$ cat src/rtl/trainer_session_ctrl.sv
// Session sequencer for the Braille script trainer: guest/PIN-authenticated sessions, lockout.
// Optional idle timeout is enabled by defining SESSION_TIMEOUT_EN.
module trainer_session_ctrl #(
  parameter int unsigned PIN_DIGITS  = 4,
  parameter int unsigned MAX_TRIES   = 3,
  parameter int unsigned TIMEOUT_CYC = 1000,
  parameter int unsigned LOCK_CYC    = 5000
) (
  input  logic                    clk,
  input  logic                    rst,
  input  logic                    load_input,
  input  logic                    usr_ip,
  input  logic                    digit_valid,
  input  logic [3:0]              digit,
  input  logic [4*PIN_DIGITS-1:0] pin_ref,
  input  logic                    activity,
  input  logic                    logout,
  output logic                    mode_guest,
  output logic                    mode_auth,
  output logic                    session_active,
  output logic                    pin_fail,
  output logic                    locked,
  output logic [2:0]              tries_left,
  output logic [2:0]              state_o
);

  typedef enum logic [2:0] {
    StIdle  = 3'd0,
    StPin   = 3'd1,
    StGuest = 3'd2,
    StAuth  = 3'd3,
    StLock  = 3'd4
  } state_e;

  localparam int unsigned IdxW = (PIN_DIGITS > 1) ? $clog2(PIN_DIGITS) : 1;

  state_e            state_q, state_d;
  logic [IdxW-1:0]   idx_q, idx_d;
  logic              mismatch_q, mismatch_d;
  logic [2:0]        tries_q, tries_d;
  logic [31:0]       timer_q, timer_d;
  logic              pin_fail_q, pin_fail_d;
  logic              mode_guest_q, mode_auth_q, locked_q;

  logic              idle_to;
  logic              digit_bad;
  logic              last_digit;
  logic              attempt_bad;

  assign digit_bad   = (digit != pin_ref[{idx_q, 2'b00} +: 4]);
  assign last_digit  = (idx_q == IdxW'(PIN_DIGITS - 1));
  assign attempt_bad = mismatch_q | digit_bad;

`ifdef SESSION_TIMEOUT_EN
  assign idle_to = !digit_valid && !activity && (timer_q == 32'(TIMEOUT_CYC - 1));
`else
  logic unused_timeout;
  assign idle_to        = 1'b0;
  assign unused_timeout = activity ^ (TIMEOUT_CYC == 0);
`endif

  always_comb begin
    state_d    = state_q;
    idx_d      = idx_q;
    mismatch_d = mismatch_q;
    tries_d    = tries_q;
    timer_d    = timer_q;
    pin_fail_d = 1'b0;

    unique case (state_q)
      StIdle: begin
        timer_d = '0;
        if (load_input) begin
          if (usr_ip) begin
            state_d    = StPin;
            idx_d      = '0;
            mismatch_d = 1'b0;
          end else begin
            state_d = StGuest;
          end
        end
      end

      StPin, StGuest, StAuth: begin
`ifdef SESSION_TIMEOUT_EN
        timer_d = (digit_valid || activity) ? '0 : timer_q + 32'd1;
`else
        timer_d = '0;
`endif
        if (logout || idle_to) begin
          state_d    = StIdle;
          idx_d      = '0;
          mismatch_d = 1'b0;
          timer_d    = '0;
        end else if (state_q == StPin && digit_valid) begin
          if (!last_digit) begin
            idx_d      = idx_q + 1'b1;
            mismatch_d = attempt_bad;
          end else if (!attempt_bad) begin
            state_d    = StAuth;
            tries_d    = 3'(MAX_TRIES);
            idx_d      = '0;
            mismatch_d = 1'b0;
            timer_d    = '0;
          end else begin
            pin_fail_d = 1'b1;
            tries_d    = tries_q - 3'd1;
            idx_d      = '0;
            mismatch_d = 1'b0;
            if (tries_q == 3'd1) begin
              state_d = StLock;
              timer_d = '0;
            end
          end
        end
      end

      StLock: begin
        if (timer_q == 32'(LOCK_CYC - 1)) begin
          state_d = StIdle;
          tries_d = 3'(MAX_TRIES);
          timer_d = '0;
        end else begin
          timer_d = timer_q + 32'd1;
        end
      end

      default: begin
        state_d    = StIdle;
        idx_d      = '0;
        mismatch_d = 1'b0;
        timer_d    = '0;
      end
    endcase
  end

  always_ff @(posedge clk or negedge rst) begin
    if (!rst) begin
      state_q      <= StIdle;
      idx_q        <= '0;
      mismatch_q   <= 1'b0;
      tries_q      <= 3'(MAX_TRIES);
      timer_q      <= '0;
      pin_fail_q   <= 1'b0;
      mode_guest_q <= 1'b0;
      mode_auth_q  <= 1'b0;
      locked_q     <= 1'b0;
    end else begin
      state_q      <= state_d;
      idx_q        <= idx_d;
      mismatch_q   <= mismatch_d;
      tries_q      <= tries_d;
      timer_q      <= timer_d;
      pin_fail_q   <= pin_fail_d;
      mode_guest_q <= (state_d == StGuest);
      mode_auth_q  <= (state_d == StAuth);
      locked_q     <= (state_d == StLock);
    end
  end

  assign mode_guest     = mode_guest_q;
  assign mode_auth      = mode_auth_q;
  assign session_active = mode_guest_q | mode_auth_q;
  assign pin_fail       = pin_fail_q;
  assign locked         = locked_q;
  assign tries_left     = tries_q;
  assign state_o        = state_q;

endmodule
$ cat config.mk
export PLATFORM = sky130hd
export DESIGN_NAME = trainer_session_ctrl
export DESIGN_NICKNAME = d
export VERILOG_FILES = /design/src/rtl/trainer_session_ctrl.sv
export SDC_FILE = /design/constraint.sdc
export NUM_CORES = 1
export LEC_CHECK = 0
export ABC_AREA = 1
export ABC_CLOCK_PERIOD_IN_PS = 1590
export CORE_MARGIN = 2
export CORE_UTILIZATION = 49
export DETAILED_ROUTE_END_ITERATION = 8
export PLACE_DENSITY = 0.76
export SLEW_MARGIN = 20
export SYNTH_ARGS = -nofsm -noshare
export SYNTH_HDL_FRONTEND = slang
export SYNTH_SLANG_ARGS = --single-unit
$ cat constraint.sdc
create_clock -name clk -period 1.59 [get_ports clk]
set_input_delay 0.3975 -clock clk [delete_from_list [all_inputs] [get_ports clk]]
set_output_delay 0.3975 -clock clk [all_outputs]
set_load 0.02 [all_outputs]
After elaboration in Yosys (flattened, before gate mapping)
Index checks and enable logic that the tools add are counted.
Word-level totals
  output and inout bits: 11
  bits of input ports: 27
  bits in registers: 45
Operators by class
  reductions and logical operators: 6
  mux-type cells: 34
  equal/unequal tests: 18
  shifts and indexed selects: 1
  bitwise gates (word level): 3
  add/sub/neg operators: 3
Operators by type and width (number)
  $mux W32: 2
  $mux W3: 12
  $add A32 B1 Y32 const B: 1
  $eq A32 B13 Y1 const B: 1
  $shiftx A16 B5 Y4: 1
  $eq A3 B2 Y1 const B: 4
  $mux W2: 6
  $ne A2 B2 Y1 const B: 6
  $mux W1: 10
  $pmux W3 S3: 1
  $eq A3 B1 Y1 const B: 2
  $eq A3 B3 Y1 const B: 2
  $pmux W2 S3: 1
  $pmux W3 S2: 1
  $reduce_and A5 Y1: 1
  $ne A4 B4 Y1: 1
  $reduce_and A4 Y1: 1
  $logic_not A3 Y1: 1
  $ne A3 B3 Y1 const B: 1
  $pmux W1 S3: 1
  $reduce_or A3 Y1: 1
  $sub A3 B1 Y3 const B: 1
  $add A2 B1 Y2 const B: 1
  $eq A2 B2 Y1 const B: 1
  4 further kinds: 5

Logic depth before layout (Yosys ltp)
  word-level depth: 9
  depth in mapped cells: 14

Worst setup path after synthesis
OpenSTA, ideal clock, no wires.
  kind: reg2reg
  start: reg timer_q[0]
  end: reg timer_q[30]
  data arrival time: 1379 ps
  cell stages (with the launch flop): 11
  path buffers: 0
  slack: 90 ps
  period minus slack after synthesis: 1500 ps
  setup time: 121 ps
  cells stage by stage: dfrtp_1 > ha_1 > nand2_1 > nor2_2 > nand2_1 > nor2_1 > inv_1 > nor2_1 > nand2_1 > xor2_1 > nor2_1
Between the ends
  word-level cells in the longest chain between the ends: 3
  elaborated cells on any way between the ends: 4
RTL lines
  start: declaration: RTL line 41  | logic [31:0] timer_q, timer_d;
  start signal: assignment: RTL line 153  | timer_q <= timer_d;
  $add A32 B1 Y32 / $eq A32 B13 Y1 (equally long branches): RTL line 124, 119
  $mux W32 *: RTL line 119  | if (timer_q == 32'(LOCK_CYC - 1)) begin
  $mux W32 *
  named net timer_d[30]: RTL line 41
The timed path passes the listed nets; every way through them passes the cells marked *.
A chain may end at the register's enable or synchronous reset.

Worst setup path after layout
  start: reg timer_q[14]
  end: reg timer_q[29]
The elaborated chain is that of the path after synthesis.

==> summary.txt <==
Worst-path clk slew -> 90 ps
Max-cap violations -> 0
Largest net degree at the start of global routing -> 30
Root Driver -> clkbuf_8
Peak VDD IR -> 0.3792 mV
Post-route minimum period -> 1774 ps
Top cells by area in the synthesized netlist -> dfrtp_1 (40%), nand2_1 (12%), nor2_1 (8.9%)
CTS Sinks -> 45
Pins Over Slew Limit -> 0
Antenna violations before repair -> 0
WP data arrival -> 2010 ps
Yosys reg bits -> 45
Violated checks -> negative setup slack
Share of the synthesized area in the top cell type -> 39.70%
CP Capture Type -> flip-flop
Crit path buffers/inverters -> 1
Share of cells above drive strength 1 -> 37.87%
Chip Width -> 78.37 um
CTS Buf Count -> 5
Final ANT Viol Nets -> 0
Synth warn -> 0
CTS tree -> built
Relative slew slack -> 72.77%
Asr flop ratio synth -> 100.0%
Top-Level Pins -> 38
Mapped Area -> 2710 um2
Post-Synthesis Cells -> 363
Die H -> 78.37 um
Final RePlAce weighted congestion -> 0.8927
Mapped Avg Cell Area -> 7.466 um2
Synth top cells by count -> nand2_1 (90), nor2_1 (64), dfrtp_1 (43), inv_1 (36), nor3_1 (20)
Fmax achieved -> 563.6 MHz
Run status -> finished with violations
DR WL/cell -> 15.48 um
Worst path required time -> 1830 ps
Netlist cell types -> 32
Final period util -> 111.6%
Pre-CTS WS -> -325.8 ps
Sequential share of the synthesized area -> 41.64%
Commonest register cell after synthesis -> dfrtp_1
Post-synth EDFFs -> 0
Most frequent cell after synthesis -> nand2_1
Hold WC Path Type -> primary input to asynchronous set/reset pin
PortBufs -> 36
Crit-path cells -> buf_4 -> nand2_2 -> nor2_4 -> nand4_1 -> nor4_1 -> nand2_1 -> xor2_1 -> nor2_1
WL final -> 8391 um
Number of global-route vias before repair -> 2,672
Tot GR Track Use -> 25.81%
P per Cell Area -> 653.5 nW/um2
DRT Pass-1 Iters -> 4
Synthesis-to-layout area growth -> 52.54%
Layout fillers -> 394
RSZ-0062 raised after global routing -> true
Core Rows -> 27
Initial Util -> 49.83%
Drc violations -> 0
Slowest cell on the critical path -> nor4_1
Hold_ws -> 17.21 ps
Final net count -> 500
CTS Buffer Depth -> 2
Vias -> 2,888
First-pass GRT wire length -> 12,510 um
CTS H-tree depth -> 2
Leading area contributor after synthesis -> dfrtp_1
Initial DRC count -> 186
Hold_buf cts -> 0
ANT cells -> 0
CORE AREA -> 5439 um2
CP Launch Type -> flip-flop
Delay-heaviest family, CP -> simple AND/OR/NAND/NOR gates
Final clock skew -> 6.287 ps
Final Setup Violations -> 6
Worst-Skew Late Latency -> 300 ps
Pin slew with the least headroom to its limit -> 408.5 ps
Leakage -> 1.832 nW
Setup ws final -> -184.3 ps
Total gr overflow -> 0
Die area -> 6142 um2
Max stage delay on crit path -> 420 ps
Final HPWL DP -> 5540 um
Syn nets -> 394
Critical path type -> flip-flop to flip-flop
Vias per cell -> 5.328
Crit Path Max Fanout -> 3
Final Hold Fails -> 0
per-stage QoR:
stage | power, W | std cells | utilization [%] | instance area (um2) | TNS, ps
floorplan | 0.001639 | 363 | - | 2710 | 0
global placement | 0.001896 | 514 | 64.55 | 3511 | -2438
detailed placement | 0.001916 | 514 | 64.55 | 3511 | -3745
CTS | 0.002620 | 531 | 69.11 | 3759 | -128.0
global route | 0.002843 | 542 | 76.01 | 4134 | -2605
finish | 0.002702 | 542 | 76.01 | 4134 | -288.1
state kept, by name, indices dropped and copies added, names as in the netlist:
signal / cells
idx_q: 2
timer_q: 32
locked: 1
state_o: 3
mode_auth: 1
mismatch_q: 1
tries_left: 3
pin_fail: 1
mode_guest: 1
cell type report:
| type | count | area, um2 | area share, % |
|---|---|---|---|
| Multi-Input combinational cell | 273 | 1763 | 42.65 |
| Sequential cell | 45 | 1132 | 27.39 |
| Timing Repair Buffer | 103 | 892.1 | 21.58 |
| Inverter | 40 | 162.7 | 3.935 |
| Tap cell | 72 | 90.09 | 2.179 |
| Clock buffer | 6 | 72.57 | 1.755 |
| Clock inverter | 2 | 15.01 | 0.3632 |
| Timing Repair inverter | 1 | 6.256 | 0.1513 |
worst register-to-register path, cell delays in order, from the launching register on:
cell,delay [ps]
dfrtp_1,360
buf_4,130
nand2_2,80
nor2_4,130
nand4_1,160
nor4_1,420
nand2_1,140
xor2_1,180
nor2_1,100
path summary, 6_finish.rpt:
| kind | end | cells past startpoint | slack (ps) | from |
|---|---|---|---|---|
| setup / recovery | timer_q[29] | 8 | -180 | timer_q[14] |
| hold / removal | timer_q[19] | 1 | 20 | rst |
| setup reg to reg | timer_q[29] | 8 | -180 | timer_q[14] |
| hold reg to reg | timer_q[0] | 2 | 540 | timer_q[0] |
| max in group asynchronous | idx_q[0] | 2 | 1060 | rst |
| min in group clk | timer_q[0] | 2 | 540 | timer_q[0] |
report_power, final:
group / internal, W / switching [W]
clock: 0.000310 / 0.000406
sequential: 0.00120 / 0.0000464
combinational: 0.000286 / 0.000455
what timing repair did:
item | CTS | global route
pin swaps | 10 | 38
setup endpoints to repair | 38 | 45
setup buffers | 9 | 10
cloned | 0 | 1
gates resized for setup | 43 | 86
per-layer routing:
metal  global-route usage, %  vias to the layer above  part of all wire [%]
li1                        -                     1387                     -
met1                   34.65                     1389                    41
met2                   44.66                       83                    50
met3                   3.333                       29                   4.8
met4                   5.965                        0                   3.6
met5                       0                        -                     0
logic make-up after synthesis:
| group | synth area share [%] |
|---|---|
| AND/OR/NAND/NOR | 39.38 |
| AO/OA/AOI/OAI | 2.770 |
| XOR/XNOR | 7.433 |
| adder cells (fa/ha/maj) | 1.847 |
| buffers and inverters | 6.925 |
| flip-flops | 41.64 |
cell usage in the layout, fill, tap and decap left out, types with 15 or more instances in the layout:
master           count
nand2_1             68
buf_4               58
nor2_1              47
dfrtp_1             40
inv_1               26
clkdlybuf4s50_1     24
nand2_2             22
xor2_1              15
Note: power is estimated with default switching activity, not from simulation.
